File: config.mk
export PLATFORM = sky130hd
export DESIGN_NAME = cordic_rot_sequencer
export DESIGN_NICKNAME = d
export VERILOG_FILES = /design/src/rtl/cordic_rot_sequencer.sv
export SDC_FILE = /design/constraint.sdc
export NUM_CORES = 1
export LEC_CHECK = 0
export ABC_AREA = 1
export CORE_MARGIN = 2
export CORE_UTILIZATION = 52
export CTS_CLUSTER_DIAMETER = 40
export DETAILED_ROUTE_END_ITERATION = 10
export PLACE_DENSITY = 0.88
export SYNTH_ARGS = -nofsm -noshare
export SYNTH_HDL_FRONTEND = slang
export SYNTH_SLANG_ARGS = --single-unit
File: constraint.sdc
create_clock -name clk -period 4 [get_ports clk]
set_input_delay 0.6 -clock clk [delete_from_list [all_inputs] [get_ports clk]]
set_output_delay 0.6 -clock clk [all_outputs]
set_load 0.02 [all_outputs]
File: src/rtl/cordic_rot_sequencer.sv
// Iterative CORDIC rotation sequencer: one micro-rotation per clock.
// Optional gain compensation stage: CORDIC_ROT_SEQ_SCALE_COMP_EN.
module cordic_rot_sequencer #(
  parameter int CORDIC_WIDTH = 22,
  parameter int N_ITER       = 16
) (
  input  logic                    clk,
  input  logic                    nreset,
  input  logic                    enable,
  input  logic                    in_valid,
  output logic                    in_ready,
  input  logic [CORDIC_WIDTH-1:0] x_in,
  input  logic [CORDIC_WIDTH-1:0] y_in,
  input  logic [N_ITER-1:0]       microRot_dir_in,
  output logic [CORDIC_WIDTH-1:0] x_out,
  output logic [CORDIC_WIDTH-1:0] y_out,
  output logic                    out_valid,
  input  logic                    out_ready,
  output logic                    rot_active
);

  localparam int W  = CORDIC_WIDTH;
  localparam int IW = $clog2(N_ITER + 1);

  typedef enum logic [1:0] {
    S_IDLE   = 2'd0,
    S_ROTATE = 2'd1,
`ifdef CORDIC_ROT_SEQ_SCALE_COMP_EN
    S_SCALE  = 2'd2,
`endif
    S_DONE   = 2'd3
  } state_t;

  state_t state_q, state_d;

  logic signed [W-1:0] x_q, x_d;
  logic signed [W-1:0] y_q, y_d;
  logic signed [W-1:0] x_sh, y_sh;
  logic [N_ITER-1:0]   dir_q, dir_d;
  logic [IW-1:0]       i_q, i_d;
  logic                last_iter;
  logic                accept;

  assign last_iter = (i_q == IW'(N_ITER - 1));
  assign accept    = in_valid && in_ready;
  assign x_sh      = x_q >>> i_q;
  assign y_sh      = y_q >>> i_q;

  // State and datapath registers
  always_ff @(posedge clk or negedge nreset) begin
    if (!nreset) begin
      state_q <= S_IDLE;
      x_q     <= '0;
      y_q     <= '0;
      dir_q   <= '0;
      i_q     <= '0;
    end else begin
      state_q <= state_d;
      x_q     <= x_d;
      y_q     <= y_d;
      dir_q   <= dir_d;
      i_q     <= i_d;
    end
  end

  // Next-state logic; enable low overrides everything
  always_comb begin
    state_d = state_q;
    if (!enable) begin
      state_d = S_IDLE;
    end else begin
      unique case (state_q)
        S_IDLE: begin
          if (accept) state_d = S_ROTATE;
        end
        S_ROTATE: begin
`ifdef CORDIC_ROT_SEQ_SCALE_COMP_EN
          if (last_iter) state_d = S_SCALE;
`else
          if (last_iter) state_d = S_DONE;
`endif
        end
`ifdef CORDIC_ROT_SEQ_SCALE_COMP_EN
        S_SCALE: state_d = S_DONE;
`endif
        S_DONE: begin
          if (out_ready) state_d = S_IDLE;
        end
        default: state_d = S_IDLE;
      endcase
    end
  end

  // Datapath: capture, micro-rotate, optional gain trim
  always_comb begin
    x_d   = x_q;
    y_d   = y_q;
    dir_d = dir_q;
    i_d   = i_q;
    if (!enable) begin
      x_d   = '0;
      y_d   = '0;
      dir_d = '0;
      i_d   = '0;
    end else begin
      unique case (state_q)
        S_IDLE: begin
          if (accept) begin
            x_d   = x_in;
            y_d   = y_in;
            dir_d = microRot_dir_in;
            i_d   = '0;
          end
        end
        S_ROTATE: begin
          if (dir_q[0]) begin
            x_d = x_q - y_sh;
            y_d = y_q + x_sh;
          end else begin
            x_d = x_q + y_sh;
            y_d = y_q - x_sh;
          end
          dir_d = dir_q >> 1;
          if (!last_iter) i_d = i_q + IW'(1);
        end
`ifdef CORDIC_ROT_SEQ_SCALE_COMP_EN
        S_SCALE: begin
          x_d = (x_q >>> 1) + (x_q >>> 3)
              - (x_q >>> 6) - (x_q >>> 9);
          y_d = (y_q >>> 1) + (y_q >>> 3)
              - (y_q >>> 6) - (y_q >>> 9);
        end
`endif
        default: ;
      endcase
    end
  end

  // Outputs decoded from state; results masked unless valid
  always_comb begin
    in_ready   = nreset && enable && (state_q == S_IDLE);
    out_valid  = (state_q == S_DONE);
    rot_active = (state_q == S_ROTATE);
`ifdef CORDIC_ROT_SEQ_SCALE_COMP_EN
    if (state_q == S_SCALE) rot_active = 1'b1;
`endif
    x_out = out_valid ? x_q : '0;
    y_out = out_valid ? y_q : '0;
  end

endmodule

==> results of run 1 <==
-- what timing repair did --
| item | in CTS | in global routing |
|---|---|---|
| cloned | 0 | 7 |
| gates resized for setup | 90 | 278 |
| endpoints found under the setup margin | 17 | 28 |
| pin swaps | 33 | 118 |
| buffers inserted | 13 | 21 |
-- flip-flops by register name, indices dropped and copies added, names as in the netlist --
register,cells
dir_q,16
i_q,5
state_q,2
x_q,22
y_q,22
-- metrics by stage --
stage | setup WS, ns | setup TNS, ns | instances
floorplan | 0.308 | 0 | 1431
global placement | -0.455 | -2.07 | 1889
detailed placement | -0.491 | -3.27 | 1889
CTS | -0.0947 | -0.373 | 1918
global route | -0.720 | -12.59 | 1946
finish | -0.526 | -7.47 | 1946
-- critical path: cells and delay by family (launching register included) --
family / cells / cell delay [ns]
AO/OA/AOI/OAI: 9 / 1.47
AND/OR/NAND/NOR: 10 / 0.95
buffers and inverters: 8 / 0.81
flip-flops: 1 / 0.55
adder cells (fa/ha/maj): 2 / 0.44
XOR/XNOR: 1 / 0.21
-- metal layers --
metal  wire length (um)  GRT usage [%]  vias to the layer above
met5                  0              0                        -
met4               2630           15.7                        0
met3               3400           4.92                      241
met2              18000           62.9                      791
met1              14000           43.1                     5528
li1                   -              -                     5347
-- layout by cell type (no fill, tap or decap), types with 17 or more instances in the layout --
| cell type | Yosys | final |
|---|---|---|
| o21ai_0 | 106 | 66 |
| clkdlybuf4s50_1 | 0 | 110 |
| xor2_1 | 24 | 17 |
| a21oi_1 | 123 | 81 |
| ha_1 | 52 | 32 |
| nor2_1 | 121 | 103 |
| dfrtp_1 | 67 | 66 |
| buf_4 | 7 | 213 |
| inv_1 | 137 | 129 |
| nand3_2 | 2 | 43 |
| nand3_1 | 134 | 86 |
| a21oi_2 | 10 | 47 |
| nand2_2 | 1 | 63 |
| o21ai_2 | 1 | 21 |
| a22oi_1 | 37 | 37 |
| o21ai_1 | 32 | 51 |
| ha_4 | 0 | 17 |
| nand2_1 | 401 | 325 |
-- cells by family (layout without fill, tap and decap cells) --
family                     Yosys count  after routing  share of synthesized area (%)
AOI/OAI and AO/OA                  357            357                           24.0
xor gates and xnor gates            38             38                           3.89
muxes                                1              1                          0.117
and+or+nand+nor                    697            697                           33.8
buffers and inverters              217            516                           10.5
adders and majority gates           54             54                           8.08
DFF                                 67             67                           19.6
-- how the worst max path moves through the flow --
stage,start,endpoint,slack [ns],cells past startpoint
global placement,i_q[0],x_q[19],-0.45,26
detailed placement,i_q[0],x_q[19],-0.49,26
floorplan,i_q[0],x_q[20],0.31,27
global route,i_q[0],y_q[17],-0.72,30
finish,i_q[0],y_q[17],-0.53,30
CTS,i_q[0],x_q[19],-0.09,28
-- cells in the mapped netlist (5+ instances only) --
library cell and n:
a21oi_2 10, o211ai_1 14, dfrtp_1 67, nand2_1 401, a22oi_1 37, or2_2 9, nor3_1 9, clkbuf_1 37
buf_2 15, a21o_1 7, buf_6 5, buf_1 5, xnor2_1 14, o21ai_0 106, xor2_1 24, nand3_1 134
nor2_2 7, ha_1 52, o21ai_1 32, a21oi_1 123, inv_1 137, a31oi_1 5, buf_4 7, inv_2 9
nor2_1 121
-- final cells by class --
cell class | instances | area (um2) | area share (%)
clock buffer | 9 | 225 | 1.68
clock inverter | 7 | 76.3 | 0.570
inverter | 148 | 569 | 4.25
multi-input combinational | 1147 | 7400 | 55.3
sequential | 67 | 1680 | 12.5
tap | 216 | 270 | 2.02
timing repair buffer | 352 | 3170 | 23.7
==> metrics.yaml, run 1 <==
maxCapViolations: 0
drv_slew: 0
crit_required_ns: 4.27
hold_depth: 2
arrival_ns: 4.80
yosysTopAreaCell: "dfrtp_1"
synth_top_area_share_pct: 19.6
tightest_slew_ns: 0.960
stdcell_area_mm2: 0.0134
grtUsageTotal_pct: 35.6
cpMaxStageDelayCell: "dfrtp_2"
ioPinCount: 112
r2r_setup_slack_ns: -0.53
slew_headroom_pct: 36.0
ant_nets: 0
dp_hpwl_um: 24400
drt_iter0_markers: 1272
clock_latency_ns: 0.36
totalWireLength_um: 38100
overflow: 0
num_antenna_cells: 0
setup_viol: 28
hold_viol: 0
drive_above_1_share_pct: 32.4
fmax_ghz: 0.221
port-buffer-count: 111
synthArstFlopShare_pct: 100
min_from: "dir_q[14]"
place_area_mm2: 0.0112
crit_path_max_incr_delay_ns: 0.55
synth_edf_count: 0
postLayoutCoreUtil_pct: 83.6
vias: 11900
rows: 46
rr_worst_depth: 30
cts_htree_levels: 3
cp_max_fo: 6
synthTopCellsByArea: "dfrtp_1, nand2_1, nand3_1, ha_1, a21oi_1"
yosysUniqueCellTypes: 52
dieHeight_um: 132
grt_max_degree: 79
numClockSinks: 67
initial_core_util_pct: 53.4
gp_congestion: 0.940
cts_root_buf: "clkbuf_16"
ys_ff_latch: 67
hold_ws_ns: 0.541
syn_area_per_cell_um2: 5.97
post-route-period-util_pct: 113
drcViolationCount: 0
min_path_type: "flip-flop to flip-flop"
synth_ff_type: "dfrtp_1"
cts_tree: "yes"
avgRoutedWirePerCell_um: 19.6
status: "finished, violations left"
n_fill_cell: 988
ys_warn_count: 0
synthesis.instances: 1431
clockBufferDepth: 2
viasPerCell: 6.12
antenna_found_initial: 0
critPathKind: "flip-flop to flip-flop"
grt_pass1_wl_um: 50400
dieArea_mm2: 0.0175
period_needed_ns: 4.53
dieWidth_um: 132
timing.final.ws_setup_ns: -0.526
nets: 1844
end_kind: "flip-flop"
synth_area_mm2: 0.00855
synth_nets: 1550
grt_pass1_vias: 10300
finClkSkew_ns: 0.00991
cts.hold.buffers_added: 0
clkSlewWorstSetupHoldPaths_ns: 0.07
r2r_start: "i_q[0]"
hold_end: "dir_q[14]"
cp-start-kind: "flip-flop"
core_mm2: 0.0160
rsz0062_at_grt: "yes"
drtPass1Iterations: 6
failed_checks: "negative setup slack"
ys_seq_area_share_pct: 19.6
cts_buffers: 9
syn_to_final_growth_pct: 56.6
r2r_end: "y_q[17]"
Power of run 1 is left out: the tool's default activity adds up to more than one toggle a clock period on the data nets, which glitch-free logic cannot reach.
==> inputs of run 2 (changes only) <==
CORE_MARGIN = 8   (was 2)
==> run 2 against run 1 <==
- the flow still finishes with violations (negative setup slack)
- critical path depth unchanged
- register-to-register slack got worse by 0.07 ns
- first-iteration DRC count increased by 4.6%
- final area decreased by 5.3%
- clock skew increased by 0.0019 ns
- hold slack got worse by 0.0050 ns
- count of clock-buffer cells in the layout unchanged
- non-clock buffer count decreased by 43
- wire length decreased by 7.3%
- via count decreased by 4.1%
- flip-flop and latch count unchanged
- critical endpoint is now y_q[20]
- largest cell class unchanged
==> metrics.yaml, run 2 (synthesis results as in run 1) <==
status: "finished, violations left"
failed_checks: "negative setup slack"
cpMaxStageDelayCell: "dfrtp_2"
drv_slew: 0  # unchanged
critPathKind: "flip-flop to flip-flop"
cp_max_fo: 11  # +5
ant_nets: 0  # unchanged
cp_top_family: "simple AND/OR/NAND/NOR gates"
multi_input_area_mm2: 0.00711  # -3.8%
min_path_type: "input pin to async pin"
finClkSkew_ns: 0.0118  # +0.00193 ns
timing.final.ws_setup_ns: -0.597  # -0.0712 ns
stdcell_area_mm2: 0.0127  # -5.3%
cts.hold.buffers_added: 0  # unchanged
r2r_start: "i_q[0]"
fmax_ghz: 0.218  # -1.5%
num_antenna_cells: 0  # unchanged
seq_area_mm2: 0.00168  # unchanged
critPathBufInv: 8  # unchanged
dp_hpwl_um: 23800  # -2.7%
cts_tree: "yes"
grt_pass1_wl_um: 49900  # -1.0%
overflow: 0  # unchanged
avgRoutedWirePerCell_um: 18.5  # -5.4%
post-route-period-util_pct: 115  # +1.8 points
cts_htree_levels: 3  # unchanged
drt_iter0_markers: 1330  # +4.6%
syn_to_final_growth_pct: 48.3
clkSlewWorstSetupHoldPaths_ns: 0.07  # about the same
drive_above_1_share_pct: 27.3  # -5.1 points
layout_common_cells: "nand2_1, buf_4, inv_1"
rsz0062_at_grt: "yes"
totalWireLength_um: 35300  # -7.3%
end_kind: "flip-flop"
period_needed_ns: 4.60  # +0.0712 ns
n_fill_cell: 1156  # +17%
rows: 47  # +2.2%
maxCapViolations: 0  # unchanged
port-buffer-count: 111  # unchanged
place_area_mm2: 0.0110  # -2.0%
arrival_ns: 4.87  # +0.07 ns
gp_congestion: 0.949  # +0.94%
reg_top3: "x_q x22, y_q x22, dir_q x16"
dieArea_mm2: 0.0208  # +19%
cts_buffers: 9  # unchanged
mostFrequentLayoutCell: "nand2_1"
nets: 1801  # -2.3%
cts_root_buf: "clkbuf_16"
cp-start-kind: "flip-flop"
grt_pass1_vias: 10200  # -0.90%
viasPerCell: 5.99  # -2.2%
clock_latency_ns: 0.36  # about the same
initial_core_util_pct: 52.3  # -1.1 points
dieHeight_um: 144  # +9.1%
hold_viol: 0  # unchanged
crit_start: "i_q[0]"
drcViolationCount: 0  # unchanged
ioPinCount: 112  # unchanged
crit_required_ns: 4.27  # about the same
grtUsageTotal_pct: 29.9  # -5.7 points
dieWidth_um: 144  # +9.1%
tightest_slew_ns: 0.982  # +0.0224 ns
crit_path_max_incr_delay_ns: 0.43  # -0.12 ns
core_mm2: 0.0163  # +2.2%
slew_headroom_pct: 34.3  # -1.7 points
clockBufferDepth: 2  # unchanged
antenna_found_initial: 0  # unchanged
vias: 11400  # -4.1%
grt_max_degree: 68  # -14%
setup_viol: 24  # -14%
drtPass1Iterations: 6  # unchanged
numClockSinks: 67  # unchanged
==> run 2: cell types whose count changed in the layout (fill, tap and decap cells not counted), moves of 9 or more <==
cell	delta
nand2_1	+17
buf_4	-33
a21oi_1	+9
nand2_2	-13
nand3_2	-11
nand3_1	+14
==> run 2: layout make-up <==
cell class                 instances  area share, %
clock buffer                       9           1.78
timing repair buffer             309           21.8
tap                              220           2.17
inverter                         148           4.42
sequential                        67           13.2
clock inverter                     7          0.464
multi-input combinational       1147           56.1
==> run 2: worst paths after layout <==
kind	cells past startpoint	end	slack [ns]
max	30	y_q[20]	-0.60
min	2	y_q[8]	0.54
max reg2reg	30	y_q[20]	-0.60
min reg2reg	2	dir_q[8]	0.54
max in group asynchronous	2	i_q[0]	2.80
min in group clk	2	dir_q[8]	0.54
==> run 2: per-stage QoR <==
step	setup TNS, ns	hold slack (ns)	utilization [%]	worst slack [ns]	instances
6_report	-5.50	0.536	77.6	-0.597	1907
5_1_grt	-12.36	0.563	77.6	-0.855	1907
4_1_cts	-0.542	0.541	70.9	-0.111	1885
3_5_place_dp	-2.46	0.525	67.2	-0.368	1862
3_3_place_gp	-1.52	0.500	67.2	-0.301	1862
2_1_floorplan	0	0.304	-	0.308	1431
==> run 2: worst reg2reg max path: cells and delay by family, from the launching register on <==
kind,cells,cell delay (ns)
and+or+nand+nor,16,1.89
buffers and inverters,8,1.02
AOI/OAI and AO/OA,4,0.65
xor gates and xnor gates,1,0.17
adders and majority gates,1,0.35
DFF,1,0.43
==> run 2: what timing repair did <==
| action | CTS | global route |
|---|---|---|
| endpoints found under the setup margin | 18 | 31 |
| buffers inserted | 7 | 22 |
| pin swaps | 27 | 72 |
| gates cloned | 0 | 3 |
| gates resized for setup | 66 | 213 |
==> run 2: layer usage <==
layer	vias up	track usage, %	wire (um)
met3	211	4.52	2920
li1	5277	-	-
met4	0	14.3	2170
met1	5219	36.4	13700
met5	-	0	0
met2	708	50.7	16500
Power of run 2 is left out for the same reason.
==> inputs of run 3 (changes only) <==
SLEW_MARGIN = 30   (was not set)
==> run 3 against run 2 <==
- the flow still finishes with violations (negative setup slack)
- maximum frequency decreased by 1.0%
- register-to-register slack got worse by 0.05 ns
- first-iteration DRC count decreased by 7.4%
- wire length increased by 0.35%
- critical endpoint unchanged
==> metrics.yaml, run 3 (synthesis results as in run 1) <==
fmax_ghz: 0.215  # -1.0%
rsz0062_at_grt: "yes"
crit_required_ns: 4.27  # about the same
port-buffer-count: 111  # unchanged
mostFrequentLayoutCell: "nand2_1"
totalWireLength_um: 35400  # +0.35%
arrival_ns: 4.91  # +0.04 ns
grt_max_degree: 68  # unchanged
dieWidth_um: 144  # unchanged
grt_pass1_vias: 10200  # unchanged
rr_worst_depth: 30  # unchanged
vias: 11500  # +0.39%
cts_tree: "yes"
drtPass1Iterations: 8  # +2
clockBufferDepth: 2  # unchanged
r2r_start: "i_q[0]"
viasPerCell: 6.01  # +0.39%
grt_pass1_wl_um: 49900  # unchanged
initial_core_util_pct: 52.3  # unchanged
finClkSkew_ns: 0.0110  # -0.000800 ns
drt_iter0_markers: 1232  # -7.4%
tightest_slew_ns: 0.714  # -0.268 ns
drv_slew: 0  # unchanged
avgRoutedWirePerCell_um: 18.6  # +0.35%
crit_path_max_incr_delay_ns: 0.43  # about the same
nets: 1801  # unchanged
num_antenna_cells: 0  # unchanged
dieArea_mm2: 0.0208  # unchanged
status: "finished, violations left"
timing.final.ws_setup_ns: -0.644  # -0.0469 ns
cpMaxStageDelayCell: "dfrtp_2"
critPathKind: "flip-flop to flip-flop"
overflow: 0  # unchanged
ioPinCount: 112  # unchanged
gp_congestion: 0.949  # unchanged
dieHeight_um: 144  # unchanged
hold_viol: 0  # unchanged
place_area_mm2: 0.0110  # unchanged
slew_headroom_pct: 52.1  # +18 points
setup_viol: 24  # unchanged
cts_htree_levels: 3  # unchanged
drive_above_1_share_pct: 27.3  # unchanged
min_path_type: "input pin to async pin"
post-route-period-util_pct: 116  # +1.2 points
failed_checks: "negative setup slack"
layout_common_cells: "nand2_1, buf_4, inv_1"
cp-start-kind: "flip-flop"
cts.hold.buffers_added: 0  # unchanged
numClockSinks: 67  # unchanged
r2r_end: "y_q[20]"
antenna_found_initial: 0  # unchanged
clkSlewWorstSetupHoldPaths_ns: 0.07  # about the same
maxCapViolations: 0  # unchanged
clock_latency_ns: 0.36  # about the same
reg_top3: "x_q x22, y_q x22, dir_q x16"
core_mm2: 0.0163  # unchanged
grtUsageTotal_pct: 29.9  # unchanged
period_needed_ns: 4.64  # +0.0469 ns
cts_root_buf: "clkbuf_16"
cp_max_fo: 11  # unchanged
dp_hpwl_um: 23800  # unchanged
drcViolationCount: 0  # unchanged
cts_buffers: 9  # unchanged
syn_to_final_growth_pct: 48.4  # about the same
postLayoutCoreUtil_pct: 77.6  # about the same
ant_nets: 0  # unchanged
rows: 47  # unchanged
r2r_setup_slack_ns: -0.64  # -0.05 ns
end_kind: "flip-flop"
hold_ws_ns: 0.430  # -0.106 ns
stdcell_area_mm2: 0.0127  # about the same
-- run 3: cell types whose count changed in the layout (fill, tap and decap cells not counted) --
cell / delta
buf_6: +1
nand2_4: +1
buf_4: -1
nand2_2: -1
-- run 3: worst max path at each step --
stage               startpoint  endpoint  slack [ns]  cells after the start
CTS                     i_q[0]   x_q[21]       -0.11                     31
global route            i_q[0]   y_q[20]       -0.86                     30
detailed placement      i_q[0]   x_q[20]       -0.37                     27
finish                  i_q[0]   y_q[20]       -0.64                     30
global placement        i_q[0]   x_q[20]       -0.30                     26
floorplan               i_q[0]   x_q[20]        0.31                     27
-- run 3: repair_timing --
item                                    CTS  global route
endpoints found under the setup margin   18            31
gates cloned                              0             3
pin swaps                                27            72
resized for setup                        66           213
hold endpoints to repair                  0             0
setup buffers                             7            22
-- run 3: stage by stage --
step                      TNS, ns  instances  setup slack, ns
after CTS                  -0.542       1885           -0.111
after detailed placement    -2.46       1862           -0.368
final                       -5.62       1907           -0.644
after global routing       -12.35       1907           -0.855
after global placement      -1.52       1862           -0.301
after floorplan                 0       1431            0.308
-- run 3: layout make-up --
cell class	instances	area, um2
Inverter	148	561
Tap cell	220	275
Clock buffer	9	225
Sequential cell	67	1680
Clock inverter	7	58.8
Fill cell	1157	3660
Multi-Input combinational cell	1147	7120
Timing Repair Buffer	309	2770
-- run 3: routing by layer --
metal,wire length [um],part of all wire [%],track usage (%),vias up
met2,16600,47,50.7,733
met5,0,0,0,-
met1,13600,38,36.4,5244
met4,2170,6.1,14.3,0
met3,3030,8.6,4.52,216
li1,-,-,-,5266
-- run 3: worst max-delay path, delay by kind of cell, from the launching register on --
kind	cells	cell delay [ns]
compound gates	4	0.64
fa+ha+maj	1	0.35
simple gates	16	1.91
xor+xnor	1	0.18
buf+inv	8	1.02
flops	1	0.43
Power of run 3 is left out for the same reason.
